`src/rtl/neuron_accum_if.sv`:
```
// Product-stream and result-stream bundle for one neuron accumulator.
// The master drives products, bias, clear and downstream ready. The slave is the accumulator.
interface neuron_accum_if #(
  parameter int ACC_W = 32
);
  logic             clear;
  logic [15:0]      prod;
  logic             prod_valid;
  logic             prod_ready;
  logic [15:0]      bias;
  logic [7:0]       out_act;
  logic [ACC_W:0]   out_sum;
  logic             out_valid;
  logic             out_ready;

  modport master (
    output clear, prod, prod_valid, bias, out_ready,
    input  prod_ready, out_act, out_sum, out_valid
  );

  modport slave (
    input  clear, prod, prod_valid, bias, out_ready,
    output prod_ready, out_act, out_sum, out_valid
  );
endinterface

```
`src/rtl/neuron_accum.sv`:
```
// Sums N_INPUTS unsigned products, adds bias, shifts right by SHIFT and
// saturates to an 8-bit activation for the next layer's multiplier.
module neuron_accum #(
  parameter int N_INPUTS = 16,
  parameter int SHIFT    = 8,
  parameter int ACC_W    = 32
) (
  input  logic          clk,
  input  logic          rst,
  neuron_accum_if.slave bus
);
  localparam int CNT_W = $clog2(N_INPUTS) + 1;

  typedef enum logic {ACCUM = 1'b0, DONE = 1'b1} state_t;

  state_t           state_q, state_d;
  logic [ACC_W-1:0] acc_q, acc_d;
  logic [CNT_W-1:0] cnt_q, cnt_d;
  logic [ACC_W:0]   sum_q, sum_d;
  logic [7:0]       act_q, act_d;
  logic             rdy_q, rdy_d;
  logic             vld_q, vld_d;
  logic [ACC_W:0]   fin_sum;

  function automatic logic [7:0] sat_act(input logic [ACC_W:0] s);
    logic [ACC_W:0] sh;
    sh = s >> SHIFT;
    return (sh > (ACC_W+1)'(255)) ? 8'hFF : sh[7:0];
  endfunction

  // Final beat is folded in directly so the result is ready on the accepting edge.
  assign fin_sum = {1'b0, acc_q} + (ACC_W+1)'(bus.prod) + (ACC_W+1)'(bus.bias);

  always_comb begin
    state_d = state_q;
    acc_d   = acc_q;
    cnt_d   = cnt_q;
    sum_d   = sum_q;
    act_d   = act_q;
    if (bus.clear) begin
      state_d = ACCUM;
      acc_d   = '0;
      cnt_d   = '0;
    end else begin
      case (state_q)
        ACCUM: begin
          if (bus.prod_valid && rdy_q) begin
            if (cnt_q == CNT_W'(N_INPUTS - 1)) begin
              sum_d   = fin_sum;
              act_d   = sat_act(fin_sum);
              acc_d   = '0;
              cnt_d   = '0;
              state_d = DONE;
            end else begin
              acc_d = acc_q + ACC_W'(bus.prod);
              cnt_d = cnt_q + CNT_W'(1);
            end
          end
        end
        DONE: begin
          if (bus.out_ready) state_d = ACCUM;
        end
        default: state_d = ACCUM;
      endcase
    end
    rdy_d = (state_d == ACCUM);
    vld_d = (state_d == DONE);
  end

  // Handshake flags are registered copies of the next state.
  always_ff @(posedge clk or posedge rst) begin
    if (rst) begin
      state_q <= ACCUM;
      acc_q   <= '0;
      cnt_q   <= '0;
      sum_q   <= '0;
      act_q   <= '0;
      rdy_q   <= 1'b1;
      vld_q   <= 1'b0;
    end else begin
      state_q <= state_d;
      acc_q   <= acc_d;
      cnt_q   <= cnt_d;
      sum_q   <= sum_d;
      act_q   <= act_d;
      rdy_q   <= rdy_d;
      vld_q   <= vld_d;
    end
  end

  assign bus.prod_ready = rdy_q;
  assign bus.out_valid  = vld_q;
  assign bus.out_sum    = sum_q;
  assign bus.out_act    = act_q;
endmodule

```
`src/flat_wrapper.sv`:
```
// flat-port wrapper written by rule: the top's interface ports become plain ports
module neuron_accum_flat 
#(
  parameter int N_INPUTS = 16,
  parameter int SHIFT    = 8,
  parameter int ACC_W    = 32
)
  (clk, rst, bus_clear, bus_prod, bus_prod_valid, bus_bias, bus_out_ready, bus_prod_ready, bus_out_act, bus_out_sum, bus_out_valid);
  neuron_accum_if #(.ACC_W(ACC_W)) bus_i ();
  input  logic clk;
  input  logic rst;
  input wire logic [$bits(bus_i.clear)-1:0] bus_clear;
  input wire logic [$bits(bus_i.prod)-1:0] bus_prod;
  input wire logic [$bits(bus_i.prod_valid)-1:0] bus_prod_valid;
  input wire logic [$bits(bus_i.bias)-1:0] bus_bias;
  input wire logic [$bits(bus_i.out_ready)-1:0] bus_out_ready;
  output wire logic [$bits(bus_i.prod_ready)-1:0] bus_prod_ready;
  output wire logic [$bits(bus_i.out_act)-1:0] bus_out_act;
  output wire logic [$bits(bus_i.out_sum)-1:0] bus_out_sum;
  output wire logic [$bits(bus_i.out_valid)-1:0] bus_out_valid;
  assign bus_i.clear = bus_clear;
  assign bus_i.prod = bus_prod;
  assign bus_i.prod_valid = bus_prod_valid;
  assign bus_i.bias = bus_bias;
  assign bus_i.out_ready = bus_out_ready;
  assign bus_prod_ready = bus_i.prod_ready;
  assign bus_out_act = bus_i.out_act;
  assign bus_out_sum = bus_i.out_sum;
  assign bus_out_valid = bus_i.out_valid;
  neuron_accum #(.N_INPUTS(N_INPUTS), .SHIFT(SHIFT), .ACC_W(ACC_W)) u_core (.clk(clk), .rst(rst), .bus(bus_i));
endmodule
```
`config.mk`:
```
export PLATFORM = sky130hd
export DESIGN_NAME = neuron_accum_flat
export DESIGN_NICKNAME = d
export VERILOG_FILES = /design/src/rtl/neuron_accum_if.sv /design/src/rtl/neuron_accum.sv /design/src/flat_wrapper.sv
export SDC_FILE = /design/constraint.sdc
export NUM_CORES = 1
export LEC_CHECK = 0
export ABC_AREA = 1
export BUFFER_PORTS_ARGS = -buffer_cell sky130_fd_sc_hd__buf_4
export CAP_MARGIN = 20
export CELL_PAD_IN_SITES_DETAIL_PLACEMENT = 1
export CELL_PAD_IN_SITES_GLOBAL_PLACEMENT = 2
export CORE_MARGIN = 2
export CORE_UTILIZATION = 33
export DETAILED_ROUTE_END_ITERATION = 7
export PLACE_DENSITY = 0.9
export SLEW_MARGIN = 20
export SYNTH_ARGS = -nofsm -noshare
export SYNTH_HDL_FRONTEND = slang
export SYNTH_SLANG_ARGS = --single-unit
```
`constraint.sdc`:
```
create_clock -name clk -period 3.3 [get_ports clk]
set_clock_uncertainty 0.05 [all_clocks]
set_input_delay 0 -clock clk [delete_from_list [all_inputs] [get_ports clk]]
set_output_delay 0 -clock clk [all_outputs]
set_load 0.01 [all_outputs]
```
==> summary.md <==
| Metric | Value |
|---|---|
| CP Class | `flip-flop to flip-flop` |
| HPWL Detailed | `~16 mm` |
| First DRT Iteration DRCs | `147` |
| Tot Pwr | `roughly 3.5 mW` |
| Slew @ Worst Pin | `approximately 0.95 ns` |
| # clock sinks | `80` |
| Vias in the first global route | `6268` |
| Async SR Flop Fraction | `1.00` |
| Detailed-router iteration count before antenna repair | `4` |
| Final nets | `1073` |
| Lkg Pwr | `3.95 nW` |
| Ys flop type | `dfrtp_1` |
| Clock latency on the worst-skew pair | `0.36 ns` |
| Final hold slack | `-0.00877 ns` |
| Syn Inst Count | `about 890` |
| Layout cell share with drive strength beyond 1 | `0.182` |
| Worst-path clk slew | `roughly 0.06 ns` |
| Critical path peak fanout | `8` |
| Post-synth EDFFs | `0` |
| Antenna Cells | `0` |
| Aggregate global-route resource usage | `0.205` |
| Critical Path RT | `around 3.5 ns` |
| Yosys Warn Count | `0` |
| Congestion Overflow GR | `0` |
| Fmax | `about 0.33 GHz` |
| Hold Path Class | `primary input to flip-flop` |
| Syn_nets | `roughly 980` |
| Inst Count DP | `1203` |
| Die ar. | `between 15000 and 20000 sq um` |
| Most frequent cells in the layout | `nand2_1 (260), inv_1 (116), buf_4 (97)` |
| Via Count | `a little over 6000` |
| Slew HR | `0.365` |
| Max Slew Vio Count | `0` |
| Fin area | `~7600 sq um` |
| Initial Util | `0.334` |
| DRC | `0` |
| Die Y | `141 microns` |
| Fin crit period | `approximately 3.1 ns` |
| Fin. Hold Viols | `1` |
| Num CTS Buffers | `9` |
| CP startpoint kind | `flip-flop` |
| Commonest non-fill, non-tap cell in the layout | `nand2_1` |
| Layout area overhead | `23.7%` |
| DR WL/cell | `~16 microns` |
| Max IR drop VDD | `0.269 mV` |
| Mapped cell area | `6180 sq um` |
| First-pass GRT wire length | `around 32 mm` |
| Failing checks | `negative hold slack` |
| Syn avg cell area | `around 7.0 sq um` |
| Register area share after synthesis | `0.324` |
| Largest family of logic cells by synthesized area | `simple AND/OR/NAND/NOR gates` |
| Vias/cell | `roughly 5.0` |
| Clock Path Buffers | `2` |
| FF-to-FF setup slack | `between 0.2 and 0.25 ns` |
| Post-synthesis cell type count | `39` |
| Initial antenna violation count | `0` |
| Ports | `80` |
| Final cycle utilization of the critical path | `0.929` |
| CTS root buf | `clkbuf_16` |
| Post-Synth XOR/XNOR Area | `0.0213` |
| Status | `finished with violations` |
| CTS H-tree lvls | `3` |
| Simple-Gate Fraction of Synth Area | `0.315` |
| Final core occ | `0.413` |
| CP endpoint kind | `flip-flop` |
| Maxcap violations | `0` |
| Core area | `approximately 19000 sq um` |
| Synth Area in Adders | `0.125` |
| Placed Area | `7140 sq um` |
| FP Rows | `50` |
| Mux cell area share after synthesis | `0` |
| Non-filler cells, final | `1224` |
| Setup TNS | `0 ns` |
| Routability congestion estimate | `~0.85` |
| Final WL | `about 20 mm` |
| Seq cells post-synth | `80` |
| Chip width | `between 100 and 150 microns` |
| Final setup vio count | `0` |
| Largest net degree at the start of global routing | `between 40 and 50` |
| PD cells | `around 460 nW/um^2` |
| I/O Buffers | `79` |
| TritonCTS clock tree | `built` |
| Compound-Gate Fraction of Synth Area | `0.128` |
| WP data arrival | `between 3 and 4 ns` |
| Routed Antenna Nets | `0` |
==> sequential cells by signal (all words and copies together), names as in the netlist <==
signal                 count
u_core.acc_q              32
u_core.bus.out_act         8
u_core.bus.out_sum        33
u_core.bus.prod_ready      1
u_core.cnt_q               5
u_core.state_q             1
==> worst paths after layout <==
check	start	end	cells after the start
worst max-delay path	u_core.acc_q[13]	u_core.bus.out_act[3]	15
worst min-delay path	bus_prod_valid	u_core.cnt_q[4]	4
worst max register to register	u_core.acc_q[13]	u_core.bus.out_act[3]	15
worst min register to register	u_core.bus.out_sum[0]	u_core.bus.out_sum[0]	2
max in group asynchronous	rst	u_core.bus.prod_ready	4
min in group asynchronous	rst	u_core.bus.out_sum[20]	3
==> synthesized netlist by cell type, types with 5 or more instances <==
cell type / count / area share
nand2_1: 266 / 0.16
inv_1: 117 / 0.071
nor2_1: 92 / 0.056
dfrtp_1: 79 / 0.32
o21ai_0: 66 / 0.053
a21oi_1: 49 / 0.040
nand3_1: 49 / 0.040
ha_1: 33 / 0.067
fa_1: 18 / 0.058
clkbuf_1: 12 / 0.0073
inv_2: 10 / 0.0061
nand4_1: 9 / 0.0091
nor3_1: 9 / 0.0073
o22ai_1: 9 / 0.0091
xor2_1: 9 / 0.013
a21oi_2: 8 / 0.011
a31oi_1: 7 / 0.0071
nor2_2: 6 / 0.0061
xnor2_1: 6 / 0.0085
nand2_2: 5 / 0.0051
==> stage by stage <==
step           setup WS [ns]  hold WS, ns
4_1_cts               0.0238      0.00116
3_3_place_gp           0.146        0.145
6_report               0.235     -0.00877
3_5_place_dp          0.0655        0.153
5_1_grt              -0.0115       0.0351
2_1_floorplan          0.382       0.0222
==> area by class of cell <==
type,instances,area [sq um]
flip-flops and latches,80,2000
well taps,234,293
inverters,128,482
clock inverters,6,115
multi-input cells,665,3740
repair buffers,101,768
fillers,2355,10900
clock buffers,10,239
==> critical path, cell delays in order (launching register included) <==
cell and delay (ns):
dfrtp_1 0.41, fa_1 0.46, ha_2 0.41, nand2_1 0.12
inv_1 0.09, nand2_1 0.13, nor2_1 0.18, nand4_1 0.14
nand3_1 0.11, nand2_1 0.05, nand2_1 0.14, nand2_1 0.08
nor2_1 0.11, nand3_2 0.14, nor2_8 0.23, a21oi_2 0.08
==> timing repair <==
action,in CTS,in global routing
endpoints found under the setup margin,0,8
setup buffers,0,1
hold buffers,4,0
resized for setup,0,28
hold endpoints to repair,46,0
==> per-layer routing <==
| metal | routed length (microns) | track usage | share of wire |
|---|---|---|---|
| met1 | 9640 | 0.287 | 0.49 |
| met2 | 9280 | 0.339 | 0.47 |
| met3 | 654 | 0.0265 | 0.033 |
| met4 | 226 | 0.0495 | 0.011 |
| met5 | 0 | 0 | 0 |
==> logic make-up (layout without fill, tap and decap cells) <==
kind of cell	count (synthesis)	in the layout
fa+ha+maj	51	51
buf+inv	142	245
flops	80	80
compound gates	145	145
simple gates	454	454
xor+xnor	15	15
==> report_power, final <==
group | switching, mW | internal (mW) | leakage [nW]
logic | 0.808 | 0.449 | 2.68
registers | 0.0356 | 1.02 | 1.10
clock network | 0.467 | 0.765 | 0.169
Note: power is estimated with default switching activity, not from simulation.
